<file path="config.mk">
export PLATFORM = sky130hd
export DESIGN_NAME = speed_button_selector
export DESIGN_NICKNAME = d
export VERILOG_FILES = /design/src/rtl/speed_button_selector.sv
export SDC_FILE = /design/constraint.sdc
export NUM_CORES = 1
export LEC_CHECK = 0
export CAP_MARGIN = 20
export CORE_ASPECT_RATIO = 0.8
export CORE_MARGIN = 2
export CORE_UTILIZATION = 35
export CTS_BUF_LIST = sky130_fd_sc_hd__clkbuf_4 sky130_fd_sc_hd__clkbuf_8
export DETAILED_ROUTE_END_ITERATION = 16
export GPL_TIMING_DRIVEN = 1
export MAX_ROUTING_LAYER = met4
export PLACE_DENSITY_LB_ADDON = 0.2
export SYNTH_ARGS = -nofsm -noshare
export SYNTH_HDL_FRONTEND = slang
export SYNTH_HIERARCHICAL = 1
export SYNTH_SLANG_ARGS = --single-unit
</file>
<file path="constraint.sdc">
create_clock -name i_clk -period 8.7 [get_ports i_clk]
set_clock_uncertainty 0.1 [all_clocks]
set_input_delay 1.74 -clock i_clk [delete_from_list [all_inputs] [get_ports i_clk]]
set_output_delay 1.74 -clock i_clk [all_outputs]
set_load 0.05 [all_outputs]
</file>
<file path="src/rtl/speed_button_selector.sv">
// speed_button_selector
//   Turns two raw push-buttons (up/down) into a clean, saturating 3-bit speed
//   code. Each button is synchronised, debounced and fed to a press FSM that
//   emits one step per press, then auto-repeats while the button is held.
//
// Ports
//   i_clk       system clock
//   i_rst_n     asynchronous active-low reset
//   i_btn_up    raw bouncy button, pressed = 1, requests speed+1
//   i_btn_down  raw bouncy button, pressed = 1, requests speed-1
//   o_speed     current speed code
//   o_changed   one-cycle pulse on every actual speed change
//   o_at_max    o_speed == 7
//   o_at_min    o_speed == 0

// Per-button lane: 2-FF synchroniser, debounce counter, press/repeat FSM.
module speed_button_lane #(
    parameter int DEBOUNCE_CYCLES = 500000,
    parameter int REPEAT_DELAY    = 25000000,
    parameter int REPEAT_PERIOD   = 12500000
) (
    input  logic i_clk,
    input  logic i_rst_n,
    input  logic i_btn,
    output logic o_step
);
    localparam int DBW  = $clog2(DEBOUNCE_CYCLES);
    localparam int HMAX = (REPEAT_DELAY > REPEAT_PERIOD) ? REPEAT_DELAY : REPEAT_PERIOD;
    localparam int HW   = (HMAX > 2) ? $clog2(HMAX) : 1;

    localparam logic [DBW-1:0] DB_LAST  = DBW'(DEBOUNCE_CYCLES - 1);
    localparam logic [HW-1:0]  DLY_LAST = HW'(REPEAT_DELAY - 1);
    localparam logic [HW-1:0]  RPT_LAST = HW'(REPEAT_PERIOD - 1);

    typedef enum logic [1:0] {IDLE, DELAY, REPEAT} state_t;

    logic           r_sync1;
    logic           r_sync2;
    logic           r_deb;
    logic [DBW-1:0] r_db_cnt;
    state_t         r_state;
    logic [HW-1:0]  r_hold_cnt;
    logic           w_step;

    // Synchroniser + debounce: the level flips only after the synchronised
    // input has disagreed with it for DEBOUNCE_CYCLES consecutive cycles.
    always_ff @(posedge i_clk or negedge i_rst_n) begin
        if (!i_rst_n) begin
            r_sync1  <= 1'b0;
            r_sync2  <= 1'b0;
            r_deb    <= 1'b0;
            r_db_cnt <= '0;
        end else begin
            r_sync1 <= i_btn;
            r_sync2 <= r_sync1;
            if (r_sync2 != r_deb) begin
                if (r_db_cnt == DB_LAST) begin
                    r_deb    <= ~r_deb;
                    r_db_cnt <= '0;
                end else begin
                    r_db_cnt <= r_db_cnt + 1'b1;
                end
            end else begin
                r_db_cnt <= '0;
            end
        end
    end

    // Press FSM. r_hold_cnt counts cycles inside DELAY / REPEAT.
    always_ff @(posedge i_clk or negedge i_rst_n) begin
        if (!i_rst_n) begin
            r_state    <= IDLE;
            r_hold_cnt <= '0;
        end else begin
            case (r_state)
                IDLE: begin
                    r_hold_cnt <= '0;
                    if (r_deb) r_state <= DELAY;
                end
                DELAY: begin
                    if (!r_deb) begin
                        r_state    <= IDLE;
                        r_hold_cnt <= '0;
                    end else if (r_hold_cnt == DLY_LAST) begin
                        r_state    <= REPEAT;
                        r_hold_cnt <= '0;
                    end else begin
                        r_hold_cnt <= r_hold_cnt + 1'b1;
                    end
                end
                REPEAT: begin
                    if (!r_deb) begin
                        r_state    <= IDLE;
                        r_hold_cnt <= '0;
                    end else if (r_hold_cnt == RPT_LAST) begin
                        r_hold_cnt <= '0;
                    end else begin
                        r_hold_cnt <= r_hold_cnt + 1'b1;
                    end
                end
                default: begin
                    r_state    <= IDLE;
                    r_hold_cnt <= '0;
                end
            endcase
        end
    end

    // Step is decoded from the FSM state rather than registered so the speed
    // register sees it on the same edge the FSM acts; that keeps press-to-speed
    // latency at DEBOUNCE_CYCLES+2. Gating with r_deb means a release seen on
    // an expiry cycle never emits a step.
    always_comb begin
        w_step = 1'b0;
        case (r_state)
            IDLE:    w_step = r_deb;
            DELAY:   w_step = r_deb && (r_hold_cnt == DLY_LAST);
            REPEAT:  w_step = r_deb && (r_hold_cnt == RPT_LAST);
            default: w_step = 1'b0;
        endcase
    end

    assign o_step = w_step;
endmodule

module speed_button_selector #(
    parameter int         DEBOUNCE_CYCLES = 500000,
    parameter int         REPEAT_DELAY    = 25000000,
    parameter int         REPEAT_PERIOD   = 12500000,
    parameter logic [2:0] SPEED_INIT      = 3'd0
) (
    input  logic       i_clk,
    input  logic       i_rst_n,
    input  logic       i_btn_up,
    input  logic       i_btn_down,
    output logic [2:0] o_speed,
    output logic       o_changed,
    output logic       o_at_max,
    output logic       o_at_min
);
    localparam int NUM_LANES = 2;  // lane 0 = up, lane 1 = down

    logic [NUM_LANES-1:0] w_btn;
    logic [NUM_LANES-1:0] w_step;
    logic [2:0]           r_speed;
    logic                 r_changed;

    assign w_btn = {i_btn_down, i_btn_up};

    genvar g;
    generate
        for (g = 0; g < NUM_LANES; g++) begin : g_lane
            speed_button_lane #(
                .DEBOUNCE_CYCLES (DEBOUNCE_CYCLES),
                .REPEAT_DELAY    (REPEAT_DELAY),
                .REPEAT_PERIOD   (REPEAT_PERIOD)
            ) u_lane (
                .i_clk   (i_clk),
                .i_rst_n (i_rst_n),
                .i_btn   (w_btn[g]),
                .o_step  (w_step[g])
            );
        end
    endgenerate

    // Saturating update; coincident up+down steps cancel.
    always_ff @(posedge i_clk or negedge i_rst_n) begin
        if (!i_rst_n) begin
            r_speed   <= SPEED_INIT;
            r_changed <= 1'b0;
        end else if (w_step == 2'b01 && r_speed != 3'd7) begin
            r_speed   <= r_speed + 3'd1;
            r_changed <= 1'b1;
        end else if (w_step == 2'b10 && r_speed != 3'd0) begin
            r_speed   <= r_speed - 3'd1;
            r_changed <= 1'b1;
        end else begin
            r_changed <= 1'b0;
        end
    end

    assign o_speed   = r_speed;
    assign o_changed = r_changed;
    assign o_at_max  = (r_speed == 3'd7);
    assign o_at_min  = (r_speed == 3'd0);
endmodule

</file>
==> results by group <==
Synth
  – Synth warn: 6
  – EDFF count, synth: 0
  – Cells after synthesis: 554
  – Average size of a mapped cell: 9.84 sq um
  – Count leader, synth: nor2_1
  – Sequential share of the synthesized area: 46.8%
  – Mapped cell area: 5450 sq um
  – Synth Flop Type: dfrtp_1
  – Share of the synthesized area in the top cell type: 46.8%
  – Ys async rst share: 100%
  – Post-synth cell types: 64
  – Yosys reg bits: 102
  – Synth area leader: dfrtp_1
  – Synth top cells by count: nor2_1, dfrtp_1, xor2_1
  – Post-Syn Nets: 573
  – Synth top area cells: dfrtp_1, xor2_1, nor2_1, xnor2_1, nand3_1

Setup path
  – RR Startpoint: g_lane[1].u_lane/r_hold_cnt[17]$_DFF_PN0_
  – Critical R2R Capture: o_speed[1]$_DFFE_PN0P_
  – Worst setup SP type: flip-flop
  – CP peak stage delay: 0.54 ns
  – Critical path depth: 11
  – CP Buf/Inv Count: 0
  – Critical path fanouts, max: 9
  – Slowest CP cell: or4b_1
  – Worst r2r path cells: 11
  – Crit end category: flip-flop
  – Crit path DAT: 4.11 ns
  – Crit-path cells: or4b_1, or4_4, nor4_1, o21ai_0, a21oi_1, nor2b_1, nand2b_1, fa_1, or3b_1, o22ai_1, a211oi_1
  – Critical path class: flip-flop to flip-flop
  – CP required: 8.83 ns
  – Cell family with most CP delay: simple AND/OR/NAND/NOR gates
  – Internal reg-to-reg setup slack: 4.72 ns

Clock tree
  – Clock Tree Root: clkbuf_8
  – H-tree levels: 3
  – Hold_buf cts: 0
  – Clock Tree Buf Depth: 2
  – Worst-Skew Late Latency: 0.37 ns
  – Total setup buffers inserted after CTS: 0
  – Worst-path clk slew: 0.09 ns
  – CTS tree: built
  – Post-cts resize count: 0
  – CTS buffer count: 9
  – Clk sinks: 102

Min path
  – Hold Crit Start: g_lane[1].u_lane/r_sync1$_DFF_PN0_
  – Worst Hold Path EP: g_lane[1].u_lane/r_sync2$_DFF_PN0_
  – Worst min path class: flip-flop to flip-flop
  – WHS Path Cells: 0

Layout
  – Core Util, Final: 39.1%
  – Ratio of cells with drive above 1 in the final layout: 6.55%
  – ANT cells: 0
  – Layout overhead on the synthesized area: 8.49%
  – Layout Nets: 580

Power
  – Maximum vdd ir drop: 0.0562 mV
  – Combinational power share: 2.3%
  – Sw Share: 21.3%
  – Clk pwr share: 38.4%
  – Sw power: 172 uW
  – Flop pwr share: 59.4%
  – Leak: 2.28 nW
  – P_int: 635 uW
  – Cell area power density: 137 nW/um^2

Global routing
  – GRT Residual Overflow: 0
  – Vias in the first global route: 3786
  – Total track usage: 13.8%
  – Initial antenna violation count: 0
  – First-pass GRT wire length: 18000 um
  – Largest net degree at the start of global routing: 53

Timing
  – Final worst path period need: 3.98 ns
  – Fin. max-slew vios: 0
  – Slew headroom: 51.1%
  – Period utilization: 45.7%
  – # setup viols final: 0
  – Achievable Freq: 251 MHz
  – Setup TNS: 0 ns
  – Final hold vios: 0
  – RSZ-0062 raised after global routing: false
  – Worst-margin pin slew: 0.728 ns

Placed design
  – RePlAce Congestion: 0.828
  – DP HPWL: 6880 um
  – Port Buf Inserts: 9

Outcome
  – Outcome: completed

Floorplanning
  – Die Wd: 144 um
  – Die area: 16600 sq um
  – Io pins: 10
  – Initial Util: 36.1%
  – Die H: 116 um
  – Area of the core: 15100 sq um
  – # rows: 40

Route
  – DRT Wirelength: 9900 um
  – # DRC: 0
  – Vias per std cell: 4.92
  – Drt wl/cell: 12.8 um
  – Total iterations of the first detailed-routing run: 4
  – Post-route ant nets: 0
  – DR iter-0 viols: 217
  – Routed via count: 3812

Job
  – Max Cap Viol: 0
## worst max path at each step
stage	from	to	slack [ns]
after floorplan	o_speed[2]$_DFFE_PN0P_	o_at_min	4.94
after global routing	g_lane[1].u_lane/r_hold_cnt[17]$_DFF_PN0_	o_speed[1]$_DFFE_PN0P_	4.44
after CTS	g_lane[1].u_lane/r_hold_cnt[17]$_DFF_PN0_	o_speed[1]$_DFFE_PN0P_	4.74
after global placement	g_lane[1].u_lane/r_hold_cnt[15]$_DFF_PN0_	o_speed[1]$_DFFE_PN0P_	4.84
after detailed placement	g_lane[1].u_lane/r_hold_cnt[15]$_DFF_PN0_	o_speed[1]$_DFFE_PN0P_	4.74
final	g_lane[1].u_lane/r_hold_cnt[17]$_DFF_PN0_	o_speed[1]$_DFFE_PN0P_	4.72
## layer usage
layer | track usage, % | wire (um)
met1 | 18.7 | 5090
met2 | 20.3 | 4350
met3 | 3.76 | 323
met4 | 4.38 | 137
met5 | - | 0
## final cells by class
type,count,area [sq um]
Clock buffer,12,165
Clock inverter,3,42.5
Fill cell,1523,9200
Multi-Input combinational cell,423,2740
Timing Repair Buffer,10,95.1
Sequential cell,102,2550
Tap cell,210,263
Inverter,15,56.3
## registers in the layout (all words and copies together), names as in the netlist
| name | count |
|---|---|
| g_lane.u_lane/r_deb | 2 |
| g_lane.u_lane/r_sync2 | 2 |
| o_speed | 3 |
| g_lane.u_lane/r_state | 4 |
| g_lane.u_lane/r_hold_cnt | 50 |
| g_lane.u_lane/r_sync1 | 2 |
| o_changed | 1 |
| g_lane.u_lane/r_db_cnt | 38 |
## power by group through the flow
stage	clock [mW]	combinational (mW)	sequential, mW
after floorplan	0	0.00705	0.489
after global placement	0	0.0192	0.489
after detailed placement	0	0.0194	0.489
after CTS	0.331	0.0195	0.480
after global routing	0.347	0.0218	0.481
final	0.310	0.0182	0.480
## stage by stage
| stage | area [sq um] | power, mW | std cells | hold slack, ns | setup slack [ns] |
|---|---|---|---|---|---|
| 2_1_floorplan | 5450 | 0.496 | 554 | 0.231 | 4.94 |
| 3_3_place_gp | 5710 | 0.508 | 760 | 0.244 | 4.84 |
| 3_5_place_dp | 5710 | 0.508 | 760 | 0.241 | 4.74 |
| 4_1_cts | 5920 | 0.831 | 775 | 0.278 | 4.74 |
| 5_1_grt | 5920 | 0.849 | 775 | 0.278 | 4.44 |
| 6_report | 5920 | 0.808 | 775 | 0.272 | 4.72 |
## layout by cell type (no fill, tap or decap), types with 3 or more instances in the layout
| cell type | n |
|---|---|
| a21oi_1 | 5 |
| and3_1 | 5 |
| and4_1 | 9 |
| clkbuf_8 | 12 |
| clkdlybuf4s50_1 | 8 |
| dfrtp_1 | 102 |
| ha_1 | 14 |
| inv_1 | 15 |
| nand2_1 | 37 |
| nand2b_1 | 3 |
| nand3_1 | 40 |
| nand3b_1 | 4 |
| nand4_1 | 30 |
| nor2_1 | 107 |
| nor2_2 | 4 |
| nor2b_1 | 4 |
| nor3_1 | 9 |
| nor4_1 | 14 |
| nor4b_1 | 3 |
| nor4bb_1 | 3 |
| or2_2 | 3 |
| or4_1 | 3 |
| xnor2_1 | 33 |
| xor2_1 | 49 |
## cells by family (layout without fill, tap and decap cells)
family / count (synthesis) / count (layout) / share of synthesized area (%)
flip-flops: 102 / 102 / 46.8
AND/OR/NAND/NOR: 296 / 296 / 28.5
buffers and inverters: 29 / 40 / 2.91
adder cells (fa/ha/maj): 15 / 15 / 3.58
AO/OA/AOI/OAI: 27 / 27 / 4.43
multiplexers: 3 / 3 / 0.596
XOR/XNOR: 82 / 82 / 13.2
No activity file was read; power rests on OpenSTA's default activity.
